**src/rtl/if_stage_pkg.sv**
```systemverilog
// Shared fetch-side definitions for the MIPS32 core.
// Word constants, chip-enable levels and fetch state encoding.
package if_stage_pkg;

    localparam int          inst_addr_w  = 32;
    localparam int          inst_w       = 32;
    localparam logic [31:0] zero_word    = 32'h0000_0000;
    localparam logic [31:0] nop_inst     = zero_word;
    localparam logic        chip_enable  = 1'b1;
    localparam logic        chip_disable = 1'b0;

    typedef enum logic {
        FETCH_DISABLED = 1'b0,
        FETCH_RUN      = 1'b1
    } fetch_state_e;

endpackage

```
**src/rtl/if_stage_pc_reg.sv**
```systemverilog
// Program counter and fetch enable for the instruction ROM.
// Redirect targets are forced word aligned.
module pc_reg
    import if_stage_pkg::*;
#(
    parameter int                ADDR_W   = 32,
    parameter logic [ADDR_W-1:0] RESET_PC = '0
) (
    input  logic              clk,
    input  logic              rst,
    input  logic              stall_if,
    input  logic              flush,
    input  logic [ADDR_W-1:0] flush_pc,
    input  logic              branch_flag,
    input  logic [ADDR_W-1:0] branch_target,
    output logic              rom_ce,
    output logic [ADDR_W-1:0] rom_addr
);

    localparam logic [ADDR_W-1:0] align_mask =
        {{(ADDR_W-2){1'b1}}, 2'b00};

    fetch_state_e      state;
    logic [ADDR_W-1:0] pc;

    always_ff @(posedge clk or negedge rst) begin
        if (!rst) begin
            state  <= FETCH_DISABLED;
            rom_ce <= chip_disable;
            pc     <= RESET_PC;
        end else begin
            unique case (state)
                FETCH_DISABLED: begin
                    state  <= FETCH_RUN;
                    rom_ce <= chip_enable;
                end
                FETCH_RUN: begin
                    if (flush)
                        pc <= flush_pc & align_mask;
                    else if (stall_if)
                        pc <= pc;
                    else if (branch_flag)
                        pc <= branch_target & align_mask;
                    else
                        pc <= pc + ADDR_W'(4);
                end
                default: state <= FETCH_DISABLED;
            endcase
        end
    end

    assign rom_addr = pc;

endmodule

```
**src/rtl/if_stage.sv**
```systemverilog
// Instruction fetch stage: PC, ROM access and IF/ID register.
// Macro BRANCH_DELAY_SLOT_EN keeps the delay-slot fetch on a branch.
module if_stage
    import if_stage_pkg::*;
#(
    parameter int                ADDR_W   = 32,
    parameter int                INST_W   = 32,
    parameter logic [ADDR_W-1:0] RESET_PC = 32'h0000_0000
) (
    input  logic              clk,
    input  logic              rst,
    input  logic              stall_if,
    input  logic              stall_id,
    input  logic              flush,
    input  logic [ADDR_W-1:0] flush_pc,
    input  logic              branch_flag,
    input  logic [ADDR_W-1:0] branch_target,
    output logic              rom_ce,
    output logic [ADDR_W-1:0] rom_addr,
    input  logic [INST_W-1:0] rom_inst,
    output logic [ADDR_W-1:0] id_pc,
    output logic [INST_W-1:0] id_inst,
    output logic              id_valid
);

    pc_reg #(
        .ADDR_W   (ADDR_W),
        .RESET_PC (RESET_PC)
    ) u_pc_reg (
        .clk           (clk),
        .rst           (rst),
        .stall_if      (stall_if),
        .flush         (flush),
        .flush_pc      (flush_pc),
        .branch_flag   (branch_flag),
        .branch_target (branch_target),
        .rom_ce        (rom_ce),
        .rom_addr      (rom_addr)
    );

    logic bubble;
    logic hold;

    // stall_id alone only reaches here together with stall_if
    always_comb begin
        bubble = 1'b0;
        hold   = 1'b0;
        if (flush)
            bubble = 1'b1;
        else if (stall_if && !stall_id)
            bubble = 1'b1;
        else if (stall_id)
            hold = 1'b1;
        else if (rom_ce == chip_disable)
            bubble = 1'b1;
`ifndef BRANCH_DELAY_SLOT_EN
        else if (branch_flag)
            bubble = 1'b1;
`endif
    end

    always_ff @(posedge clk or negedge rst) begin
        if (!rst) begin
            id_pc    <= ADDR_W'(zero_word);
            id_inst  <= INST_W'(nop_inst);
            id_valid <= 1'b0;
        end else if (bubble) begin
            id_pc    <= ADDR_W'(zero_word);
            id_inst  <= INST_W'(nop_inst);
            id_valid <= 1'b0;
        end else if (!hold) begin
            id_pc    <= rom_addr;
            id_inst  <= rom_inst;
            id_valid <= 1'b1;
        end
    end

endmodule

```
**config.mk**
```make
export PLATFORM = sky130hd
export DESIGN_NAME = if_stage
export DESIGN_NICKNAME = d
export VERILOG_FILES = /design/src/rtl/if_stage_pkg.sv /design/src/rtl/if_stage_pc_reg.sv /design/src/rtl/if_stage.sv
export SDC_FILE = /design/constraint.sdc
export NUM_CORES = 1
export LEC_CHECK = 0
export ABC_AREA = 1
export BUFFER_PORTS_ARGS = -buffer_cell sky130_fd_sc_hd__buf_2
export CORE_ASPECT_RATIO = 1.2
export CORE_MARGIN = 2
export CORE_UTILIZATION = 45
export CTS_BUF_LIST = sky130_fd_sc_hd__clkbuf_2 sky130_fd_sc_hd__clkbuf_4 sky130_fd_sc_hd__clkbuf_8
export CTS_CLUSTER_DIAMETER = 40
export DETAILED_ROUTE_END_ITERATION = 10
export GPL_TIMING_DRIVEN = 0
export PLACE_DENSITY = 0.75
export SKIP_LAST_GASP = 1
export SLEW_MARGIN = 10
export SYNTH_ARGS = -nofsm -noshare
export SYNTH_HDL_FRONTEND = slang
export SYNTH_SLANG_ARGS = --single-unit
```
**constraint.sdc**
```tcl
create_clock -name clk -period 1.75 [get_ports clk]
set_input_delay 0.0875 -clock clk [delete_from_list [all_inputs] [get_ports clk]]
set_output_delay 0.0875 -clock clk [all_outputs]
set_load 0.01 [all_outputs]
```
# ---- Word level (Yosys, flattened, before mapping)
# Index checks and enable logic that the tools add are counted.
dict set report totals {
  word_cells 29
  register_bits 99
}
dict set report classes {
  n_addsub 1
  n_eq_ne 2
  mux 17
  reduce_logical 3
}
# operator n
set ops {}
lappend ops {{32-bit two-way mux} 7}
lappend ops {{32-bit by 3-bit adder with 32-bit output, second input constant} 1}
lappend ops {{1-bit two-way mux} 10}
lappend ops {{2-bit by 1-bit != test with 1-bit output, second input constant} 1}
lappend ops {{2-bit != test, second input constant} 1}
lappend ops {{2-bit AND reduction} 1}
lappend ops {{1-bit logical AND} 1}
lappend ops {{1-bit zero test} 1}

# ---- Longest topological paths before layout
dict set report logic_depth {
  depth_word 6
  depth_mapped 11
}

# ---- Cells and area by module
# From an unflattened synthesis, not the netlist that was laid out.
dict set report unflattened {
  hier_cells 745
  hier_area_um2 5557.8
}
# module area_per_inst_um2 instances cells_each
set by_module_without_submodules {}
lappend by_module_without_submodules {if_stage 2866.5 1 294}
lappend by_module_without_submodules {pc_reg 2691.3 1 451}

# ---- Least setup slack after synthesis
# Ideal clock, no wire load.
dict set report synth_path {
  path_type {flip-flop to flip-flop}
  startpoint {register u_pc_reg.pc[3], in the netlist u_pc_reg.rom_addr[3]}
  endpoint {register u_pc_reg.pc[18], in the netlist u_pc_reg.rom_addr[18]}
  t_required_ps 1619
  t_arrival_ps 1456
  path_buffers 0
  setup_ps 131
  setup_slack_ps 162
  path_stages_with_launch 11
  period_less_slack_ps 1588
  cell_sequence {dfrtp_1 ha_1 nand2_1 nor2_1 nand2_1 nor2_1 nand2_1 nand3_1 nand2_1 nand2_1 o21ai_0}
}
dict set report synth_via {
  elab_chain_cells 4
}
# element line_no
set synth_rtl {}
lappend synth_rtl {{start, declared} if_stage_pc_reg.sv:24} ;# logic [ADDR_W-1:0] pc;
lappend synth_rtl {{start signal, assigned} if_stage_pc_reg.sv:39} ;# pc <= flush_pc & align_mask;
lappend synth_rtl {{start signal, assigned} if_stage_pc_reg.sv:41} ;# pc <= pc;
lappend synth_rtl {{start signal, assigned} if_stage_pc_reg.sv:43} ;# pc <= branch_target & align_mask;
lappend synth_rtl {{32-bit by 3-bit adder with 32-bit output} if_stage_pc_reg.sv:45} ;# pc <= pc + ADDR_W'(4);
lappend synth_rtl {{32-bit two-way mux} if_stage_pc_reg.sv:42} ;# else if (branch_flag)
lappend synth_rtl {{32-bit two-way mux} if_stage_pc_reg.sv:40} ;# else if (stall_if)
lappend synth_rtl {{32-bit two-way mux} if_stage_pc_reg.sv:38} ;# if (flush)
# Every way passes these cells. The select of a mux whose other input is x is not followed.
# A chain may end at the register's enable or synchronous reset.

# ---- Worst setup path after layout
dict set report layout_path {
  startpoint {register u_pc_reg.pc[2], in the netlist u_pc_reg.rom_addr[2]}
  endpoint {register u_pc_reg.pc[12], in the netlist u_pc_reg.rom_addr[12]}
}
# Same word-level chain as after synthesis.

==> impl_summary.log <==
INFO  metric outcome = completed
INFO  metric layout_min_cycle_time = 1.66 ns
INFO  metric kind_of_path_behind_the_tightest_hold_check = input port to flip-flop
INFO  metric detailedRoute.firstIterationViolations = 291
INFO  metric cts_made_buffers = 9
INFO  metric insertedDiodeCount = 0
INFO  metric post-dp-hpwl = 12.4 mm
INFO  metric cts_root_buf = sky130_fd_sc_hd__clkbuf_8
INFO  metric synthesis.yosys.warnings = 0
INFO  metric synth_top_area_share = 44.7%
INFO  metric area_growth_syn_to_layout = 34.6%
INFO  metric ys_seq_elements = 95
INFO  metric synth.largest_area_cell = sky130_fd_sc_hd__dfrtp_1
INFO  metric endpoint_kind = flip-flop
INFO  metric dr.pass1.iters = 5
INFO  metric critical_path.slowest_cell = sky130_fd_sc_hd__dfrtp_1
INFO  metric hold_viol = 0
INFO  metric first_global_vias = 5,480
INFO  metric final_routed_drc_violation_total = 0
INFO  metric seq_total_area_yosys = 44.7%
INFO  metric crit_arrival = 1.90 ns
INFO  metric grt_total_usage = 27.4%
INFO  metric postPlaceCellArea = 0.00650 mm^2
INFO  metric post_synth.cell_area_avg = 7.51 um^2
INFO  metric cts.htree.levels = 3
INFO  metric setup_viol_count_final = 0
INFO  metric drv_cap = 0
INFO  metric share_of_the_clock_period_used_by_the_worst_path_after_layout = 95.1%
INFO  metric path_clk_slew = 0.10 ns
INFO  metric holdWs = 0.0161 ns
INFO  metric drtAntennaViolNets = 0
INFO  metric height_of_the_die = 123 um
INFO  metric required_time_of_the_critical_path = 1.98 ns
INFO  metric worst_path_dominant_cell_family = simple AND/OR/NAND/NOR gates
INFO  metric cts_tree = built
INFO  metric grt_first_pass_wirelength = 26.6 mm
INFO  metric via_per_inst = 5.04
INFO  metric post-route-cell-area = 0.00716 mm^2
INFO  metric final_cells = 1,109
INFO  metric yosys.cell_types.count = 27
INFO  metric drt-wirelength-per-cell = 15.4 um
INFO  metric mappedNetlistArea = 0.00532 mm^2
INFO  metric placement.io_buffers = 188
INFO  metric num_vias = 5,587
INFO  metric static-leakage-power = 3.82 nW
INFO  metric numClockSinks = 95
INFO  metric worst_skew_pair.late_latency = 0.37 ns
INFO  metric power.ir.vdd_worst = 0.490 mV
INFO  metric replace_congestion = 0.933
INFO  metric max_slew_margin = 53.3%
INFO  metric design.portCount = 200
INFO  metric setup.worst_path.class = flip-flop to flip-flop
INFO  metric clock_skew = 0.00958 ns
INFO  metric drive_gt1_share = 31.2%
INFO  metric slew_violations = 0
INFO  metric power_per_standard_cell_area = 745 mW/mm^2
INFO  metric post_placement_cell_count = 1,057
INFO  metric syn-instance-count = 708
INFO  metric max_stage_delay = 0.39 ns
INFO  metric synth.top_cells.by_area = sky130_fd_sc_hd__dfrtp_1 (45%), sky130_fd_sc_hd__nand2_1 (12%), sky130_fd_sc_hd__o21ai_2 (9.9%)
INFO  metric grt_overflow = 0
INFO  metric grt_setup_unrepaired = true
INFO  metric fp.dieW = 103 um
INFO  metric worst-path-max-fanout = 7
INFO  metric slew_at_the_pin_closest_to_its_max_slew_limit = 0.700 ns
INFO  metric ff2ff_setup_slack = 0.09 ns
INFO  metric n_fill_cell = 1,076
INFO  metric area_of_the_die = 0.0127 mm^2
INFO  metric placeable_core_area = 0.0116 mm^2
INFO  metric cpMostUsedCell = sky130_fd_sc_hd__nand2_1
INFO  metric path_cells = ha_1 > nand2_1 > nor2_4 > nand2_4 > nor2_4 > nand2_1 > nand3_1 > nand2_1 > nand2_1 > o21ai_0
INFO  metric pin_count_of_the_biggest_net_entering_global_routing = 53
INFO  metric grt_antenna_before_repair = 0
INFO  metric design.final.nets = 1,050
INFO  metric clock_path_buffers = 2
INFO  metric row_count = 43
INFO  metric fmax = 0.601 GHz
INFO  metric number_of_buffers_and_inverters_on_the_critical_path = 0
INFO  metric crit_path_start_kind = flip-flop
INFO  metric final_layout_setup_total_negative_slack = 0 ns
INFO  metric start_util = 46.0%
INFO  metric detail_route.wirelength = 17.1 mm
-- worst paths after layout --
path                                                  start                           endpoint  cells after the start
min reg2reg                        u_pc_reg.state$_DFF_PN0_        u_pc_reg.rom_ce$_DFFE_PN0N_                      1
min in group asynchronous                               rst              id_pc[13]$_DFFE_PN0P_                      2
max in group asynchronous                               rst               id_pc[2]$_DFFE_PN0P_                      3
max                        u_pc_reg.rom_addr[2]$_DFFE_PN0P_  u_pc_reg.rom_addr[12]$_DFFE_PN0P_                     10
min                                       branch_target[27]  u_pc_reg.rom_addr[27]$_DFFE_PN0P_                      5
max reg2reg                u_pc_reg.rom_addr[2]$_DFFE_PN0P_  u_pc_reg.rom_addr[12]$_DFFE_PN0P_                     10
-- final cells by class --
type                    count  area [um^2]  area share (%)
plain buffers              42          229            3.20
clock buffers              11          145            2.03
clock inverters             5         81.3            1.14
inverters                  76          285            3.98
multi-input cells         498         2520            35.2
flip-flops and latches     95         2380            33.2
well taps                 157          196            2.74
repair buffers            225         1330            18.5
-- kinds of logic after synthesis --
kind of cell / share of synthesized area, %
DFF: 44.7
buffers and inverters: 9.67
AOI/OAI and AO/OA: 15.7
adders and majority gates: 0.235
and+or+nand+nor: 28.6
other: 0.141
xor gates and xnor gates: 0.988
-- where the power goes --
group	leakage, nW	internal, W	switching, W	total (W)
sequential	1.26	0.00233	0.000176	0.00251
combinational	2.45	0.000455	0.000716	0.00117
clock	0.113	0.000861	0.000794	0.00165
-- state kept, by name, indices dropped and copies added, names as in the netlist --
| register | flops |
|---|---|
| id_valid | 1 |
| id_pc | 30 |
| id_inst | 32 |
| u_pc_reg.rom_ce | 1 |
| u_pc_reg.rom_addr | 30 |
| u_pc_reg.state | 1 |
-- synth_stat cells --
cell type	instances
sky130_fd_sc_hd__nand2_1	173
sky130_fd_sc_hd__nand3_1	100
sky130_fd_sc_hd__dfrtp_1	95
sky130_fd_sc_hd__nor2_1	88
sky130_fd_sc_hd__inv_1	74
sky130_fd_sc_hd__o21ai_2	60
sky130_fd_sc_hd__o21ai_0	31
sky130_fd_sc_hd__clkbuf_1	24
sky130_fd_sc_hd__a21oi_1	21
sky130_fd_sc_hd__buf_6	7
sky130_fd_sc_hd__xor2_1	5
sky130_fd_sc_hd__buf_1	4
sky130_fd_sc_hd__buf_4	4
sky130_fd_sc_hd__buf_2	3
sky130_fd_sc_hd__o22ai_1	3
sky130_fd_sc_hd__a21o_1	2
sky130_fd_sc_hd__and2_1	2
sky130_fd_sc_hd__conb_1	2
sky130_fd_sc_hd__nor2_2	2
sky130_fd_sc_hd__a211oi_1	1
sky130_fd_sc_hd__clkinv_1	1
sky130_fd_sc_hd__ha_1	1
sky130_fd_sc_hd__inv_2	1
sky130_fd_sc_hd__nor3_1	1
sky130_fd_sc_hd__o211ai_1	1
sky130_fd_sc_hd__or4_4	1
sky130_fd_sc_hd__xnor2_1	1
-- layout by cell type, fill, tap and decap left out --
master / Yosys / layout
sky130_fd_sc_hd__buf_16: 0 / 1
sky130_fd_sc_hd__a21o_1: 2 / 2
sky130_fd_sc_hd__o21ai_2: 60 / 60
sky130_fd_sc_hd__and2_1: 2 / 2
sky130_fd_sc_hd__a21oi_1: 21 / 21
sky130_fd_sc_hd__clkinv_4: 0 / 1
sky130_fd_sc_hd__buf_4: 4 / 7
sky130_fd_sc_hd__o21ai_0: 31 / 31
sky130_fd_sc_hd__buf_2: 3 / 190
sky130_fd_sc_hd__dfrtp_1: 95 / 94
sky130_fd_sc_hd__a211oi_1: 1 / 1
sky130_fd_sc_hd__ha_1: 1 / 1
sky130_fd_sc_hd__nand2_1: 173 / 170
sky130_fd_sc_hd__inv_2: 1 / 1
sky130_fd_sc_hd__nor3_1: 1 / 1
sky130_fd_sc_hd__conb_1: 2 / 5
sky130_fd_sc_hd__clkbuf_1: 24 / 24
sky130_fd_sc_hd__nor2_2: 2 / 1
sky130_fd_sc_hd__xor2_1: 5 / 5
sky130_fd_sc_hd__clkbuf_4: 0 / 1
sky130_fd_sc_hd__nand3_1: 100 / 100
sky130_fd_sc_hd__nor2_1: 88 / 80
sky130_fd_sc_hd__dlygate4sd3_1: 0 / 34
sky130_fd_sc_hd__clkinv_1: 1 / 1
sky130_fd_sc_hd__or4_4: 1 / 1
sky130_fd_sc_hd__clkbuf_8: 0 / 10
sky130_fd_sc_hd__clkinv_2: 0 / 1
sky130_fd_sc_hd__xnor2_1: 1 / 1
sky130_fd_sc_hd__dfrtp_2: 0 / 1
sky130_fd_sc_hd__buf_1: 4 / 4
sky130_fd_sc_hd__clkinvlp_4: 0 / 1
sky130_fd_sc_hd__nand2_2: 0 / 2
sky130_fd_sc_hd__bufinv_16: 0 / 2
sky130_fd_sc_hd__nor2_4: 0 / 9
sky130_fd_sc_hd__inv_1: 74 / 74
sky130_fd_sc_hd__o22ai_1: 3 / 3
sky130_fd_sc_hd__o211ai_1: 1 / 1
sky130_fd_sc_hd__buf_6: 7 / 7
sky130_fd_sc_hd__nand2_4: 0 / 1
-- what timing repair did --
| item | in CTS | in global routing |
|---|---|---|
| pin swaps | 0 | 3 |
| hold buffers | 34 | 0 |
| setup buffers | 0 | 2 |
| endpoints found under the setup margin | 8 | 22 |
| endpoints found under the hold margin | 84 | 0 |
| gates resized for setup | 8 | 14 |
-- metrics by stage --
step / util (%) / total power (W) / setup WS (ns)
detailed placement: 56.2 / 0.00363 / -0.201
global route: 61.9 / 0.00561 / -0.0534
CTS: 61.3 / 0.00533 / -0.00162
finish: 61.9 / 0.00533 / 0.0858
floorplan: - / 0.00313 / 0.162
global placement: 55.9 / 0.00361 / -0.426
-- tightest hold or removal path: stages --
cell and delay [ns]:
sky130_fd_sc_hd__buf_2 0.07, sky130_fd_sc_hd__a21oi_1 0.05, sky130_fd_sc_hd__nand2_1 0.06, sky130_fd_sc_hd__nand2_1 0.04
sky130_fd_sc_hd__nand2_1 0.05
-- metal layers --
layer / up-vias / wire [um] / track usage (%)
li1: 2744 / - / -
met1: 2568 / 6750 / 33.0
met2: 233 / 8460 / 46.1
met3: 42 / 1290 / 5.71
met4: 0 / 620 / 14.0
met5: - / 0 / 0
Power figures use the tool's default switching activity.
